--- src/rtl/mem_arb_pkg.sv ---
// Shared types for the unified memory arbiter: owner encoding, arbitration
// states, response tag and the out-of-range fetch default.
package mem_arb_pkg;

  typedef enum logic [1:0] {
    OWN_NONE = 2'd0,
    OWN_IF   = 2'd1,
    OWN_DM   = 2'd2
  } owner_e;

  typedef enum logic {
    ST_DATA_PRI = 1'b0,
    ST_IF_FORCE = 1'b1
  } arb_state_e;

  localparam logic [31:0] OOR_IF_DATA_DEF = 32'hdeadbeef;

  typedef struct packed {
    owner_e port;
    logic   is_read;
    logic   oor;
  } rsp_tag_t;

endpackage

--- src/rtl/arb_starve_ctr.sv ---
// Saturating count of data grants taken while fetch waits; force_if flags
// that fetch must win the next contested cycle.
module arb_starve_ctr
  import mem_arb_pkg::*;
#(
  parameter int unsigned STARVE_LIMIT = 4
) (
  input  logic clk,
  input  logic rst_n,
  input  logic if_req_valid,
  input  logic if_grant,
  input  logic dm_grant,
  output logic force_if
);

  logic [3:0] cnt_q, cnt_d;
  arb_state_e state;

  always_comb begin
    cnt_d = cnt_q;
    if (!if_req_valid || if_grant) begin
      cnt_d = '0;
    end else if (dm_grant && (cnt_q < 4'(STARVE_LIMIT))) begin
      cnt_d = cnt_q + 4'd1;
    end
  end

  always_ff @(posedge clk) begin
    if (!rst_n) cnt_q <= '0;
    else        cnt_q <= cnt_d;
  end

  // The FSM state is a pure function of the counter; it leaves ST_IF_FORCE
  // when the fetch grant clears the count.
  assign state    = (cnt_q == 4'(STARVE_LIMIT)) ? ST_IF_FORCE : ST_DATA_PRI;
  assign force_if = (state == ST_IF_FORCE);

endmodule

--- src/rtl/unified_mem_arbiter.sv ---
// Shares one single-ported 1-cycle-latency RAM between instruction fetch and
// the data port; data wins unless fetch has been starved STARVE_LIMIT times.
module unified_mem_arbiter
  import mem_arb_pkg::*;
#(
  parameter int unsigned ADDR_W       = 32,
  parameter int unsigned DATA_W       = 32,
  parameter int unsigned MEM_BYTES    = 4096,
  parameter int unsigned STARVE_LIMIT = 4,
  parameter logic [31:0] OOR_IF_DATA  = OOR_IF_DATA_DEF
) (
  input  logic              clk,
  input  logic              rst_n,
  input  logic              if_req_valid,
  input  logic [ADDR_W-1:0] if_req_addr,
  output logic              if_req_ready,
  output logic              if_rsp_valid,
  output logic [DATA_W-1:0] if_rsp_data,
  output logic              if_rsp_err,
  input  logic              dm_req_valid,
  input  logic [ADDR_W-1:0] dm_req_addr,
  input  logic [DATA_W-1:0] dm_req_wdata,
  input  logic [3:0]        dm_req_wen,
  output logic              dm_req_ready,
  output logic              dm_rsp_valid,
  output logic [DATA_W-1:0] dm_rsp_data,
  output logic              dm_rsp_err,
  output logic              mem_en,
  output logic [ADDR_W-1:0] mem_addr,
  output logic [DATA_W-1:0] mem_wdata,
  output logic [3:0]        mem_wen,
  input  logic [DATA_W-1:0] mem_rdata
);

  logic     force_if, if_grant, dm_grant, if_ok, dm_ok;
  rsp_tag_t tag_d, tag_q;

  function automatic logic addr_ok(input logic [ADDR_W-1:0] addr);
    return (addr < ADDR_W'(MEM_BYTES)) && (addr[1:0] == 2'b00);
  endfunction

  // Grants are held off during reset so nothing is recorded as in flight.
  assign if_grant     = rst_n && if_req_valid && (!dm_req_valid || force_if);
  assign dm_grant     = rst_n && dm_req_valid && !if_grant;
  assign if_req_ready = if_grant;
  assign dm_req_ready = dm_grant;
  assign if_ok        = addr_ok(if_req_addr);
  assign dm_ok        = addr_ok(dm_req_addr);

  arb_starve_ctr #(
    .STARVE_LIMIT (STARVE_LIMIT)
  ) u_starve (
    .clk          (clk),
    .rst_n        (rst_n),
    .if_req_valid (if_req_valid),
    .if_grant     (if_grant),
    .dm_grant     (dm_grant),
    .force_if     (force_if)
  );

  always_comb begin
    mem_en    = 1'b0;
    mem_addr  = '0;
    mem_wdata = '0;
    mem_wen   = 4'b0000;
    tag_d     = '{port: OWN_NONE, is_read: 1'b0, oor: 1'b0};
    if (if_grant) begin
      tag_d = '{port: OWN_IF, is_read: 1'b1, oor: !if_ok};
      if (if_ok) begin
        mem_en   = 1'b1;
        mem_addr = if_req_addr;
      end
    end else if (dm_grant) begin
      tag_d = '{port: OWN_DM, is_read: (dm_req_wen == 4'b0000), oor: !dm_ok};
      if (dm_ok) begin
        mem_en    = 1'b1;
        mem_addr  = dm_req_addr;
        mem_wdata = dm_req_wdata;
        mem_wen   = dm_req_wen;
      end
    end
  end

  always_ff @(posedge clk) begin
    if (!rst_n) tag_q <= '{port: OWN_NONE, is_read: 1'b0, oor: 1'b0};
    else        tag_q <= tag_d;
  end

  // Responses are single-cycle pulses decoded from last cycle's owner; a
  // synchronous reset suppresses a response that would land in that cycle.
  always_comb begin
    if_rsp_valid = 1'b0;
    if_rsp_data  = '0;
    if_rsp_err   = 1'b0;
    dm_rsp_valid = 1'b0;
    dm_rsp_data  = '0;
    dm_rsp_err   = 1'b0;
    if (rst_n) begin
      unique case (tag_q.port)
        OWN_IF: begin
          if_rsp_valid = 1'b1;
          if_rsp_err   = tag_q.oor;
          if_rsp_data  = tag_q.oor ? DATA_W'(OOR_IF_DATA) : mem_rdata;
        end
        OWN_DM: begin
          dm_rsp_valid = 1'b1;
          dm_rsp_err   = tag_q.oor;
          if (tag_q.is_read && !tag_q.oor) dm_rsp_data = mem_rdata;
        end
        default: ;
      endcase
    end
  end

endmodule
--- config.mk ---
export PLATFORM = sky130hd
export DESIGN_NAME = unified_mem_arbiter
export DESIGN_NICKNAME = d
export VERILOG_FILES = /design/src/rtl/mem_arb_pkg.sv /design/src/rtl/arb_starve_ctr.sv /design/src/rtl/unified_mem_arbiter.sv
export SDC_FILE = /design/constraint.sdc
export NUM_CORES = 1
export LEC_CHECK = 0
export BUFFER_PORTS_ARGS = -buffer_cell sky130_fd_sc_hd__buf_2
export CAP_MARGIN = 20
export CORE_AREA = 2 2 106 108
export DETAILED_ROUTE_END_ITERATION = 8
export DIE_AREA = 0 0 108 110
export PLACE_DENSITY_LB_ADDON = 0.08
export SETUP_SLACK_MARGIN = 0.5
export SYNTH_ARGS = -nofsm -noshare
export SYNTH_HDL_FRONTEND = slang
export SYNTH_SLANG_ARGS = --single-unit
export TNS_END_PERCENT = 100
--- constraint.sdc ---
create_clock -name clk -period 2.9 [get_ports clk]
set_input_delay 0.435 -clock clk [delete_from_list [all_inputs] [get_ports clk]]
set_output_delay 0.435 -clock clk [all_outputs]
set_load 0.01 [all_outputs]
==> flow_summary.ini, run 1 <==
[route]
drt_iter0_drc = 147
via_per_inst = 3.90
drc = 0
first_pass_iters = 4
antenna_left = 0
vias = 2448
wl_per_cell_um = 13.3
wirelength_mm = 8.35

[power]
ir_drop_mv = 0.0927
p_leak_nw = 1.95
p_total_uw = 426
p_per_area_nw_per_um2 = 133

[timing]
setup-tns-final_ns = 0
relSlewSlack_pct = 62.0
fin_hold_ws_ns = 0.475
finClkSkew_ns = 0.00121
finalCritPeriodShare_pct = 82.2
fmax_ghz = 0.419
min_period_ns = 2.39
slew_viol_final = 0
setup_viol = 0
worst_pin_slew_ns = 0.569
hold_viol = 0
rsz0062_at_grt = yes

[synthesis]
synth.ff_latch_count = 8
synth_area_um2 = 1500
yosysTopAreaCell = and2_1
syn_area_per_cell_um2 = 6.39
synth_warnings = 0
async_flop_share_pct = 0
synth_common_cells = 78 x and2_1, 56 x nor2_1, 22 x buf_4, 10 x a22o_1, 10 x nor4_1
yosysUniqueCellTypes = 29
syn-instance-count = 234
netlist_top_cells_area = and2_1 33%, nor2_1 14%, buf_4 11%
yosysMostFrequentCell = and2_1
synth_top_area_share_pct = 32.6
seq_area_frac_synth_pct = 10.7
synthFlopType = dfxtp_1
synth_edf_count = 0

[cells_and_area]
area_delta_synth_final_pct = 114
nNetsFinal = 628
diodes = 0
post-route-util_pct = 30.0
post_route_cells_drive_above_1_share_pct = 60.2
fillCellCount = 1190
stdcell_count = 628

[die]
die_area_um2 = 11900
initial_core_util_pct = 14.0
ios = 275
rows = 38
die_w_um = 108
core_um2 = 10700
die_h_um = 110

[clock_network]
ctsLongestPathBuffers = 2
htreeDepth = 1
clk_latency_ns = 0.23
cts.sinks = 8
cts_tree = yes
numCtsBuffers = 3
clkTransAtPathRegs_ns = 0.04
cts_root_buffer = clkbuf_8

[placed_design]
dp.cells = 616
io_buffers = 252
dp.final_hpwl_mm = 6.80
place_congestion = 0.697

[critical_path]
cpMaxStageDelayCell = dfxtp_2
crit_arrival_ns = 1.95
endpoint_kind = primary output
cp_common_cell = buf_6
crit_fanout = 6
required_ns = 2.47
path_class = reg2out
path_cells = inv_2 -> ha_4 -> and3_4 -> a2111oi_4 -> buf_6 -> clkbuf_16 -> a22o_1 -> buf_6
worst-path-buf-inv = 4
crit_family = buffers and inverters
critPathMaxStageDelay_ns = 0.35
startpoint_type = flop

[min_path]
hold_path_class = reg2reg

[run_status]
status = completed

[global_route]
grt_max_degree = 33
grt_pass1_wl_mm = 10.3
grt-ovfl-total = 0
antenna_found_initial = 0
grt_util_all_layers_pct = 11.2
grt_pass1_vias = 1954

[flow_run]
cap_violations = 0
==> final timing paths <==
check	startpoint	to	slack, ns	cells past startpoint
worst max-delay path	u_starve.cnt_q[0]$_SDFFE_PP0P_	mem_addr[4]	0.51	8
worst min register to register	u_starve.cnt_q[3]$_SDFFE_PP0P_	u_starve.cnt_q[3]$_SDFFE_PP0P_	0.47	2
worst min-delay path	u_starve.cnt_q[3]$_SDFFE_PP0P_	u_starve.cnt_q[3]$_SDFFE_PP0P_	0.47	2
worst max register to register	u_starve.cnt_q[1]$_SDFFE_PP0P_	tag_q[0]$_SDFF_PN0_	1.37	7
==> state kept, by name, summed over array words and instances, names as in the netlist <==
| name | flops |
|---|---|
| u_starve.cnt_q | 4 |
| tag_q | 4 |
==> area by class of cell <==
cell class | count | area (um2) | share of cell area (%)
Clock buffer | 3 | 41.3 | 1.29
Inverter | 7 | 26.3 | 0.819
Multi-Input combinational cell | 204 | 1230 | 38.2
Sequential cell | 8 | 163 | 5.07
Tap cell | 140 | 175 | 5.46
Timing Repair Buffer | 266 | 1580 | 49.1
==> kinds of logic after synthesis <==
| logic type | count (synthesis) | share of synthesized area, % |
|---|---|---|
| flops | 8 | 10.7 |
| buf+inv | 43 | 18.5 |
| compound gates | 18 | 10.4 |
| mux | 1 | 0.669 |
| simple gates | 160 | 57.2 |
| xor+xnor | 1 | 0.586 |
| other cells | 1 | 0.251 |
| fa+ha+maj | 2 | 1.67 |
==> what timing repair did <==
item | 4_1_cts | 5_1_grt
pin swaps | 1 | 25
endpoints found under the setup margin | 79 | 47
hold buffers | 0 | 0
setup buffers | 1 | 3
resized for setup | 5 | 45
gates cloned | 1 | 4
==> per-stage QoR <==
stage               area (um2)  setup slack (ns)
global placement          2810             0.402
CTS                       2900             0.450
floorplan                 1570             0.849
global route              3210             0.416
finish                    3210             0.515
detailed placement        2810             0.410
==> metal layers <==
layer / wire length (um) / track usage (%) / up-vias
li1: - / - / 1221
met1: 3010 / 11.6 / 1064
met2: 4540 / 23.1 / 163
met3: 805 / 2.29 / 0
met5: 0 / 0 / -
met4: 0 / 1.92 / 0
==> power by group <==
group	internal [mW]	leakage, nW	total (mW)	switching, mW
sequential	0.114	0.0664	0.115	0.00135
combinational	0.0903	1.86	0.179	0.0884
clock	0.0898	0.0216	0.133	0.0427
total	0.294	1.95	0.426	0.132
==> worst register-to-register path: stages (launching register included) <==
cell and delay [ns]:
dfxtp_2 0.31, inv_1 0.09, ha_4 0.14, nand3b_1 0.09, a21o_1 0.28, nor3_2 0.25
buf_6 0.19, a211oi_1 0.06
==> layout by cell type (no fill, tap or decap), drive strengths merged, types with 3 or more instances in the layout <==
cell / netlist / layout
conb: 1 / 22
clkbuf: 8 / 6
buf: 28 / 263
nand2: 4 / 4
inv: 7 / 7
dfxtp: 8 / 8
and2: 78 / 78
nor4: 10 / 10
nor2: 56 / 56
a21oi: 3 / 3
nand4: 3 / 3
a22o: 10 / 10
(Power assumes the default switching activity.)
==> run 2, diff against run 1 <==
ABC_AREA = 1   (was unset)
CORE_AREA = 2 2 105 107   (was 2 2 106 108)
DIE_AREA = 0 0 107 109   (was 0 0 108 110)
clock period = 2.13 ns   (was 2.9 ns; I/O delays follow)
==> flow_summary.ini, run 2 <==
[timing]
rsz0062_at_grt = yes
min_period_ns = 1.93
setup-tns-final_ns = 0
finalCritPeriodShare_pct = 90.8
setup_viol = 0
slew_viol_final = 0
finClkSkew_ns = 0.00656
hold_viol = 0
fin_hold_ws_ns = 0.433
fmax_ghz = 0.517

[synthesis]
yosysTopAreaCell = inv_1
synth_warnings = 0
synth.ff_latch_count = 8
synth_edf_count = 0
yosysMostFrequentCell = inv_1
synth_top_area_share_pct = 18.8
syn_area_per_cell_um2 = 4.98
async_flop_share_pct = 0
netlist_top_cells_area = inv_1 19%, nor2_1 17%, buf_4 11%
synth_common_cells = 84 x inv_1, 77 x nor2_1, 32 x nor3_1, 28 x nand2_1, 25 x a21oi_1
synth_area_um2 = 1680
yosysUniqueCellTypes = 21
syn-instance-count = 337
synthFlopType = dfxtp_1
seq_area_frac_synth_pct = 9.54

[die]
die_h_um = 109
ios = 275
die_w_um = 107
die_area_um2 = 11700
rows = 38
core_um2 = 10600
initial_core_util_pct = 15.8

[cells_and_area]
layout_common_cells = 213 x buf_2, 80 x inv_1, 41 x buf_6
post_route_cells_drive_above_1_share_pct = 58.4
diodes = 0
area_delta_synth_final_pct = 141
fillCellCount = 1138
stdcell_count = 738
largestRegisters = tag_q: 4 flops, u_starve.cnt_q: 4 flops
nNetsFinal = 738
final_common_cell = buf_2
fin_area_um2 = 4050

[route]
antenna_left = 0
top_layer_used = met5
wirelength_mm = 8.80
drt_iter0_drc = 129
wl_per_cell_um = 11.9
first_pass_iters = 4
vias = 2934
drc = 0
drt-met1-wl_mm = 3.16
via_per_inst = 3.98
wl_met2_mm = 4.82
wl_met3_um = 731

[power]
ir_drop_mv = 0.115
p_leak_nw = 2.38
p_total_uw = 679
p_per_area_nw_per_um2 = 168

[global_route]
grt_max_degree = 35
grt_pass1_wl_mm = 12.0
grt_util_all_layers_pct = 13.0
grt-ovfl-total = 0
grt_pass1_vias = 2540
antenna_found_initial = 1

[critical_path]
endpoint_kind = primary output
required_ns = 1.81
startpoint_type = flop
crit_fanout = 5
crit_arrival_ns = 1.61
path_class = reg2out

[placed_design]
place_area_um2 = 3250
io_buffers = 252
dp.final_hpwl_mm = 6.72
dp.cells = 719
place_congestion = 0.773

[flow_run]
cap_violations = 0

[run_status]
status = completed

[clock_network]
htreeDepth = 1
cts.sinks = 8
clkTransAtPathRegs_ns = 0.04
numCtsBuffers = 3
cts_tree = yes
ctsLongestPathBuffers = 2
clk_latency_ns = 0.23
cts_root_buffer = clkbuf_8

[min_path]
hold_path_class = in2reg
-- run 2: changes by cell type in the layout (fill, tap and decap cells not counted), moves of 20 or more --
cell	delta
inv_1	+75
and2_1	-67
nor2_4	+38
nor3_1	+23
a21oi_1	+21
buf_2	-21
buf_6	+20
-- run 2: final cells by class --
cell class	count	area [um2]	share of cell area [%]
repair buffers	275	1900	46.8
clock buffers	3	41.3	1.02
flip-flops and latches	8	163	4.02
multi-input cells	225	1430	35.3
inverters	86	339	8.37
well taps	140	175	4.32
repair inverters	1	7.51	0.185
-- run 2: what timing repair did --
| action | in CTS | in global routing |
|---|---|---|
| pin swaps | 2 | 15 |
| hold buffers | 0 | 0 |
| cloned | 5 | 5 |
| gates resized for setup | 20 | 81 |
| buffers inserted | 4 | 2 |
| endpoints found under the setup margin | 57 | 114 |
-- run 2: metrics by stage --
| stage | utilization [%] | worst slack (ns) |
|---|---|---|
| 4_1_cts | 33.1 | 0.197 |
| 6_report | 38.2 | 0.196 |
| 5_1_grt | 38.2 | 0.135 |
| 2_1_floorplan | - | 0.521 |
| 3_5_place_dp | 30.7 | 0.232 |
| 3_3_place_gp | 30.7 | 0.271 |
-- run 2: worst paths after layout --
check,from,endpoint,slack (ns),cells after the start
max reg2reg,u_starve.cnt_q[1]$_SDFFE_PP0P_,tag_q[0]$_SDFF_PN0_,0.72,10
min,dm_req_valid,tag_q[1]$_SDFF_PN0_,0.43,3
min reg2reg,u_starve.cnt_q[2]$_SDFFE_PP0P_,u_starve.cnt_q[2]$_SDFFE_PP0P_,0.47,2
max,u_starve.cnt_q[1]$_SDFFE_PP0P_,mem_wdata[28],0.20,11
-- run 2: critical path: stages, from the launching register on --
cell and delay, ns:
dfxtp_2 0.32, inv_2 0.08, ha_4 0.13, nand3_2 0.05
nand2_2 0.09, nand2_4 0.07, nand2_4 0.10, clkinv_8 0.09
nand2_8 0.13, clkbuf_16 0.17, nor2_4 0.03, buf_6 0.11
-- run 2: routing by layer --
layer,vias up,track usage (%)
li1,1498,-
met1,1265,12.8
met2,161,27.6
met3,8,2.27
met4,2,2.88
met5,-,0
-- run 2: kinds of logic (layout without fill, tap and decap cells) --
| group | count (synthesis) | in the layout | share of synthesized area, % |
|---|---|---|---|
| buf+inv | 126 | 365 | 34.9 |
| compound gates | 28 | 28 | 8.35 |
| fa+ha+maj | 2 | 2 | 1.49 |
| flops | 8 | 8 | 9.54 |
| simple gates | 172 | 173 | 45.5 |
| other cells | 1 | 22 | 0.223 |
-- run 2: power by group --
| group | leakage [nW] | internal [mW] | switching, mW |
|---|---|---|---|
| Clock | 0.0216 | 0.122 | 0.0564 |
| Sequential | 0.0664 | 0.156 | 0.00221 |
| Combinational | 2.30 | 0.150 | 0.193 |
| Total | 2.38 | 0.428 | 0.251 |
